===== config.mk =====
export PLATFORM = sky130hd
export DESIGN_NAME = clz_seq_norm
export DESIGN_NICKNAME = d
export VERILOG_FILES = /design/src/rtl/clz_pkg.sv /design/src/rtl/clz.sv /design/src/rtl/clz_seq_norm.sv
export SDC_FILE = /design/constraint.sdc
export NUM_CORES = 1
export LEC_CHECK = 0
export CAP_MARGIN = 20
export CORE_ASPECT_RATIO = 0.7
export CORE_MARGIN = 2
export CORE_UTILIZATION = 52
export DETAILED_ROUTE_END_ITERATION = 8
export PLACE_DENSITY = 0.85
export SLEW_MARGIN = 15
export SYNTH_ARGS = -nofsm -noshare
export SYNTH_HDL_FRONTEND = slang
export SYNTH_SLANG_ARGS = --single-unit

===== constraint.sdc =====
create_clock -name clk -period 4.7 [get_ports clk]
set_input_delay 0.47 -clock clk [delete_from_list [all_inputs] [get_ports clk]]
set_output_delay 0.47 -clock clk [all_outputs]
set_load 0.02 [all_outputs]

===== src/rtl/clz_pkg.sv =====
// Shared types and defaults for the sequential leading-zero counter/normaliser.
package clz_pkg;

   typedef enum logic [1:0] {
      StIdle,
      StScan,
      StDone
   } clz_state_e;

   localparam int unsigned DEFAULT_WIDTH = 64;
   localparam int unsigned DEFAULT_CHUNK = 16;

   // Count width able to represent 0..w inclusive.
   function automatic int unsigned count_width(input int unsigned w);
      return $clog2(w) + 1;
   endfunction

endpackage


===== src/rtl/clz.sv =====
// Combinational leading-zero detector; valid flags a non-zero input word.
module clz #(
   parameter int unsigned W    = 16,
   parameter int unsigned CNTW = (W > 1) ? $clog2(W) : 1
) (
   input  logic [W-1:0]    data,
   output logic [CNTW-1:0] count,
   output logic            valid
);

   // Ascending scan: the highest set bit is the last to write count.
   always_comb begin
      count = '0;
      for (int i = 0; i < W; i++) begin
         if (data[i]) begin
            count = CNTW'(W - 1 - i);
         end
      end
   end

   assign valid = |data;

endmodule


===== src/rtl/clz_seq_norm.sv =====
// Multi-cycle leading-zero counter scanning MSB-first one chunk per cycle.
// Define CLZ_SEQ_NORM_SHIFT_EN to left-normalise out_data; otherwise it echoes the operand.
module clz_seq_norm
   import clz_pkg::*;
#(
   parameter int unsigned WIDTH  = DEFAULT_WIDTH,
   parameter int unsigned CHUNK  = DEFAULT_CHUNK,
   parameter int unsigned NCHUNK = WIDTH / CHUNK,
   parameter int unsigned CW     = count_width(WIDTH)
) (
   input  logic             clk,
   input  logic             rst,
   input  logic             in_valid,
   output logic             in_ready,
   input  logic [WIDTH-1:0] in_data,
   output logic             out_valid,
   input  logic             out_ready,
   output logic [CW-1:0]    out_count,
   output logic             out_zero,
   output logic [WIDTH-1:0] out_data
);

   localparam int unsigned IW  = (NCHUNK > 1) ? $clog2(NCHUNK) : 1;
   localparam int unsigned CCW = $clog2(CHUNK);

   clz_state_e       state_q, state_d;
   logic [IW-1:0]    idx_q, idx_d;
   logic [WIDTH-1:0] data_q, data_d;
   logic             out_valid_q, out_valid_d;
   logic [CW-1:0]    out_count_q, out_count_d;
   logic             out_zero_q, out_zero_d;
   logic [WIDTH-1:0] out_data_q, out_data_d;

   logic [WIDTH-1:0] data_aligned;
   logic [CHUNK-1:0] chunk;
   logic [CCW-1:0]   chunk_clz;
   logic             chunk_nz;
   logic [CW-1:0]    scan_count;
   logic [WIDTH-1:0] norm_data;

   // Bring the current chunk to the top so a constant part-select picks it.
   assign data_aligned = data_q << (idx_q * CHUNK);
   assign chunk        = data_aligned[WIDTH-1 -: CHUNK];
   assign scan_count   = CW'(idx_q * CHUNK) + CW'(chunk_clz);

   clz #(
      .W    (CHUNK),
      .CNTW (CCW)
   ) u_clz (
      .data  (chunk),
      .count (chunk_clz),
      .valid (chunk_nz)
   );

`ifdef CLZ_SEQ_NORM_SHIFT_EN
   assign norm_data = data_q << scan_count;
`else
   assign norm_data = data_q;
`endif

   always_comb begin
      state_d     = state_q;
      idx_d       = idx_q;
      data_d      = data_q;
      out_valid_d = out_valid_q;
      out_count_d = out_count_q;
      out_zero_d  = out_zero_q;
      out_data_d  = out_data_q;
      unique case (state_q)
         StIdle: begin
            if (in_valid) begin
               data_d  = in_data;
               idx_d   = '0;
               state_d = StScan;
            end
         end
         StScan: begin
            if (chunk_nz) begin
               out_count_d = scan_count;
               out_zero_d  = 1'b0;
               out_data_d  = norm_data;
               out_valid_d = 1'b1;
               state_d     = StDone;
            end else if (idx_q == IW'(NCHUNK - 1)) begin
               out_count_d = CW'(WIDTH);
               out_zero_d  = 1'b1;
               out_data_d  = '0;
               out_valid_d = 1'b1;
               state_d     = StDone;
            end else begin
               idx_d = idx_q + 1'b1;
            end
         end
         StDone: begin
            if (out_ready) begin
               out_valid_d = 1'b0;
               state_d     = StIdle;
            end
         end
         default: begin
            out_valid_d = 1'b0;
            state_d     = StIdle;
         end
      endcase
   end

   always_ff @(posedge clk) begin
      if (rst) begin
         state_q     <= StIdle;
         idx_q       <= '0;
         data_q      <= '0;
         out_valid_q <= 1'b0;
         out_count_q <= '0;
         out_zero_q  <= 1'b0;
         out_data_q  <= '0;
      end else begin
         state_q     <= state_d;
         idx_q       <= idx_d;
         data_q      <= data_d;
         out_valid_q <= out_valid_d;
         out_count_q <= out_count_d;
         out_zero_q  <= out_zero_d;
         out_data_q  <= out_data_d;
      end
   end

   assign in_ready  = (state_q == StIdle) && !rst;
   assign out_valid = out_valid_q;
   assign out_count = out_count_q;
   assign out_zero  = out_zero_q;
   assign out_data  = out_data_q;

endmodule


* Yosys cells after proc, flatten, opt, wreduce, memory -nomap -nowiden
Cells that the tools add are included.
** Word-level totals
- Register bits :: 141
- Input bits :: 68
- Word-level logic and storage cells :: 64
** Operators by class
- Add/subtract/negate cells :: 2
- Equality and inequality tests :: 8
- Shift operators :: 1
- Mux-type cells :: 34
- Bitwise operators :: 1
- Reduce and logical (&&, ||, !) cells :: 11
** Operators with widths (count)
- 64-bit two-way mux :: 2
- 4-bit two-way mux :: 16
- 64-bit by 6-bit << shifter with 64-bit output :: 1
- 16-bit OR reduction :: 1
- 2-bit two-way mux :: 7
- 7-bit two-way mux :: 2
- 2-bit inequality test (second input constant) :: 4
- 6-bit by 4-bit adder with 7-bit output :: 1
- 2-bit case mux with 3 select lines :: 1
- 3-bit AND reduction :: 2
- 2-bit == test (second input constant) :: 2
- 1-bit two-way mux :: 4
- 2-bit case mux with 2 select lines :: 1
- 2-bit AND reduction :: 2
- 4-bit AND reduction :: 1
- 2-bit nonzero test :: 2
- 3-bit inequality test (second input constant) :: 1
- 1-bit case mux with 3 select lines :: 1
- 2-bit by 1-bit adder with 2-bit output (second input constant) :: 1
- 2-bit by 1-bit == test with 1-bit output (second input constant) :: 1
- 2-bit logical NOT :: 1
- 1-bit logical AND :: 1
- 1-bit logical NOT :: 1
- 1-bit inverter :: 1

* Depth between registers and ports, before layout
- Word-level depth :: 19
- Depth in mapped cells :: 11
- Depth with buffers taken out :: 6

* Cells and area by module
From an unflattened synthesis, not the netlist that was laid out.
** Second synthesis, totals
- Cell total of the unflattened synthesis :: 682
- Area, all modules :: 6097.1 sq um
** Modules (own cells, without submodules)
- clz_seq_norm :: instances 1, cells an instance 648, area an instance 5920.7 sq um, sequential area each 2802.7 sq um
- clz :: instances 1, cells an instance 34, area an instance 176.4 sq um, sequential area each 0.0 sq um

* Worst setup path before layout
Ideal clock, no wire load.
- Path kind :: reg2reg
- From :: register idx_q[1]
- To :: register out_data_q[48], in the netlist out_data[48]
- Library setup time :: 59 ps
- Arrival :: 2726 ps
- Required time :: 4641 ps
- Setup slack :: 1915 ps
- Stages on the path, launching flop included :: 12
- Path buffers :: 5
- Cell sequence :: dfxtp_1 clkbuf_1 clkbuf_1 mux4_2 nor4_2 nand4b_4 o21ai_2 and2b_1 buf_4 buf_8 buf_8 a22o_1
** On the way
- Cells in the longest elaborated chain, start to end :: 4
- Elaborated cells between the ends (all ways) :: 6
** Ends and longest elaborated chain
- start, declared :: line clz_seq_norm.sv:27 : logic [IW-1:0] idx_q, idx_d;
- start signal, assigned :: line clz_seq_norm.sv:118 : idx_q <= idx_d;
- 64-bit by 6-bit << shifter with 64-bit output :: line clz_seq_norm.sv:42 : assign data_aligned = data_q << (idx_q * CHUNK);
- 16-bit OR reduction :: line clz.sv:21 : assign valid = |data;
- 2-bit nonzero test (no line)
- 2-bit AND reduction (no line)
- end signal, assigned :: line clz_seq_norm.sv:123 : out_data_q <= out_data_d;
- end, declared :: line clz_seq_norm.sv:32 : logic [WIDTH-1:0] out_data_q, out_data_d;
Several ways; a longest one is shown, not always the timed one.
A chain may end at the register's enable or synchronous reset.

* Worst setup path after layout
- From :: register idx_q[0]
- To :: register out_data_q[41], in the netlist out_data[41]
Same word-level chain as after synthesis.

==> qor.yml <==
status: "finished, final reports clean"
hold_path.class: "flip-flop to flip-flop"
grt_max_degree: 65
worstSetupStartpointType: "flip-flop"
ys_ff_latch: 140
wl_per_cell_um: 19.9
worst_ep_arrival_time_ns: 4.20
antenna_left: 0
gr-total-overflow: 0
synthToLayoutAreaGrowth_pct: 39.3
die_y_um: 87.7
die-width_um: 124
skew_ns: 0.00969
clock_path_buffers: 2
rows: 30
clk_pin_slew_ns: 0.06
wl_mm: 15.7
ctsRootBufferMaster: "clkbuf_16"
avgSynthCellArea_um2: 9.93
multi_input_area_mm2: 0.00218
fillers: 627
place.port_buffers: 141
grtUsageTotal_pct: 29.5
cts_resized: 0
n_antenna_cell: 0
fin_ws_ns: 0.858
post_cts_buffers: 0
async_reset_ff_share_pct: 0
layout_min_cycle_time_ns: 3.84
relSlewSlack_pct: 43.4
cts_tree: "built"
yosysWarnings: 0
postCtsHoldBufs: 0
end_kind: "flip-flop"
vias: 4639
r2r_slack_ns: 0.86
numCtsBuffers: 17
synth_seq_area_share_pct: 53.8
synth_cell_types: 36
syn_nets: 593
drive_gt1_share_pct: 9.85
die_area_mm2: 0.0108
path_max_fanout: 36
ff2ff_path_depth: 8
dpl_worst_slack_ns: 0.928
syn_inst: 524
tns_ns: 0
yosys.area.top_type: "dfxtp_1"
fin_crit_sh_pct: 81.7
fin_nets: 716
htreeDepth: 4
syn_area_mm2: 0.00520
drt_iter0_markers: 647
synth_top_cell_area_share_pct: 53.8
grt_pass1_wl_mm: 23.7
hold_violations: 0
drc_errors: 0
synth_flop_cell: "dfxtp_1"
fp.coreArea_mm2: 0.00972
min_path_cells: 2
critPathKind: "flip-flop to flip-flop"
grt_setup_unrepaired: "no"
io_pins: 142
max-cap-violations: 0
seqCellArea_mm2: 0.00280
powerDensity_mw_per_mm2: 428
clk_latency_ns: 0.42
worst_pin_slew_ns: 0.848
cts_num_sinks: 140
max_freq_mhz: 260
first_pass_iters: 6
ir_drop_uv: 250
grt_pass1_vias: 4400
synth.area.top_cells: "dfxtp_1 (54%), a22o_1 (11%), nand2_1 (9.7%)"
hpwl_mm: 10.5
place_congestion: 0.921
p_total_mw: 3.10
setup_violations: 0
start_util_pct: 53.5
synth-edff-count: 0
antenna_found_initial: 0
drv_slew: 0
vias_per_cell: 5.89
p_leak_nw: 2.69
cp_data_required_time_ns: 5.06
-- power breakdown --
| part | internal [mW] | switching (mW) |
|---|---|---|
| combinational | 0.172 | 0.205 |
| sequential | 1.25 | 0.0677 |
| clock | 0.884 | 0.526 |
| total | 2.31 | 0.799 |
-- synth_stat cells, types with 2 or more instances --
master	n
a211oi_1	3
a21oi_1	70
a22o_1	67
buf_1	2
buf_2	6
buf_4	6
buf_8	2
clkbuf_1	27
dfxtp_1	140
inv_1	2
mux2i_1	2
mux4_2	16
nand2_1	135
nand2b_1	2
nor2_1	11
nor2b_1	4
nor3_1	3
nor3b_1	3
nor4_2	3
o21ai_0	3
o31ai_1	2
-- layout by cell type (no fill, tap or decap), drive strengths merged --
cell type        n
or4              1
or3              1
bufinv           3
clkdlybuf4s50  140
a211o            1
o31ai            2
and2b            1
a32o             1
nand2b           2
a211oi           3
mux2i            2
clkbuf          21
inv              5
o21ai            4
a22o            67
o311ai           1
o221ai           1
a21oi           70
nor2b            4
ha               1
nand4b           1
mux4            16
and2             1
nor4             3
clkinv           4
o2bb2ai          1
buf              8
clkinvlp         1
dfxtp          140
nor3             3
or3b             1
nor3b            3
nor4b            1
nor2            11
nand2          135
-- through the flow --
| step | hold slack (ns) | cells | util, % | cell area [um2] |
|---|---|---|---|---|
| detailed placement | 0.464 | 756 | 68.1 | 6620 |
| global placement | 0.459 | 756 | 68.1 | 6620 |
| CTS | 0.480 | 788 | 74.6 | 7250 |
| global route | 0.496 | 788 | 74.6 | 7250 |
| finish | 0.479 | 788 | 74.6 | 7250 |
| floorplan | 0.446 | 524 | - | 5200 |
-- worst max-delay path, stage by stage, from the launching register on --
cell and delay (ns):
dfxtp_1 0.87, buf_4 0.31, mux4_2 0.56, nor4_2 0.44, nand4b_4 0.21, o21ai_2 0.27, and2b_2 0.63, buf_12 0.29
a22o_1 0.19
-- layer usage --
metal	vias up	track usage (%)	share of wire, %
met5	-	0	0
met4	0	8.37	2.6
met3	40	9.44	12
met2	324	44.3	44
met1	2168	41.1	41
li1	2107	-	-
-- final timing paths --
check | from | to
hold / removal | data_q[63]$_SDFFE_PP0P_ | data_q[63]$_SDFFE_PP0P_
hold reg to reg | data_q[63]$_SDFFE_PP0P_ | data_q[63]$_SDFFE_PP0P_
setup reg to reg | idx_q[0]$_SDFFE_PP0P_ | out_data[41]$_SDFFE_PP0P_
setup / recovery | idx_q[0]$_SDFFE_PP0P_ | out_data[41]$_SDFFE_PP0P_
-- cells by family after synthesis --
group                      after synthesis  synth area share (%)
and+or+nand+nor                        168                  14.1
AOI/OAI and AO/OA                      151                  20.0
DFF                                    140                  53.8
buffers and inverters                   46                  4.47
muxes                                   18                  7.31
adders and majority gates                1                 0.240
-- cell type report --
class / instances / share of cell area, %
Clock buffer: 21 / 6.49
Clock inverter: 11 / 2.14
Inverter: 2 / 0.104
Multi-Input combinational cell: 338 / 30.1
Sequential cell: 140 / 38.7
Tap cell: 128 / 2.21
Timing Repair Buffer: 148 / 20.3
-- state kept, by name, indices dropped and copies added (netlist names) --
| signal | flops |
|---|---|
| data_q | 64 |
| idx_q | 2 |
| out_count | 6 |
| out_data | 64 |
| out_valid | 1 |
| out_zero | 1 |
| state_q | 2 |
No activity file was read; power rests on OpenSTA's default activity.
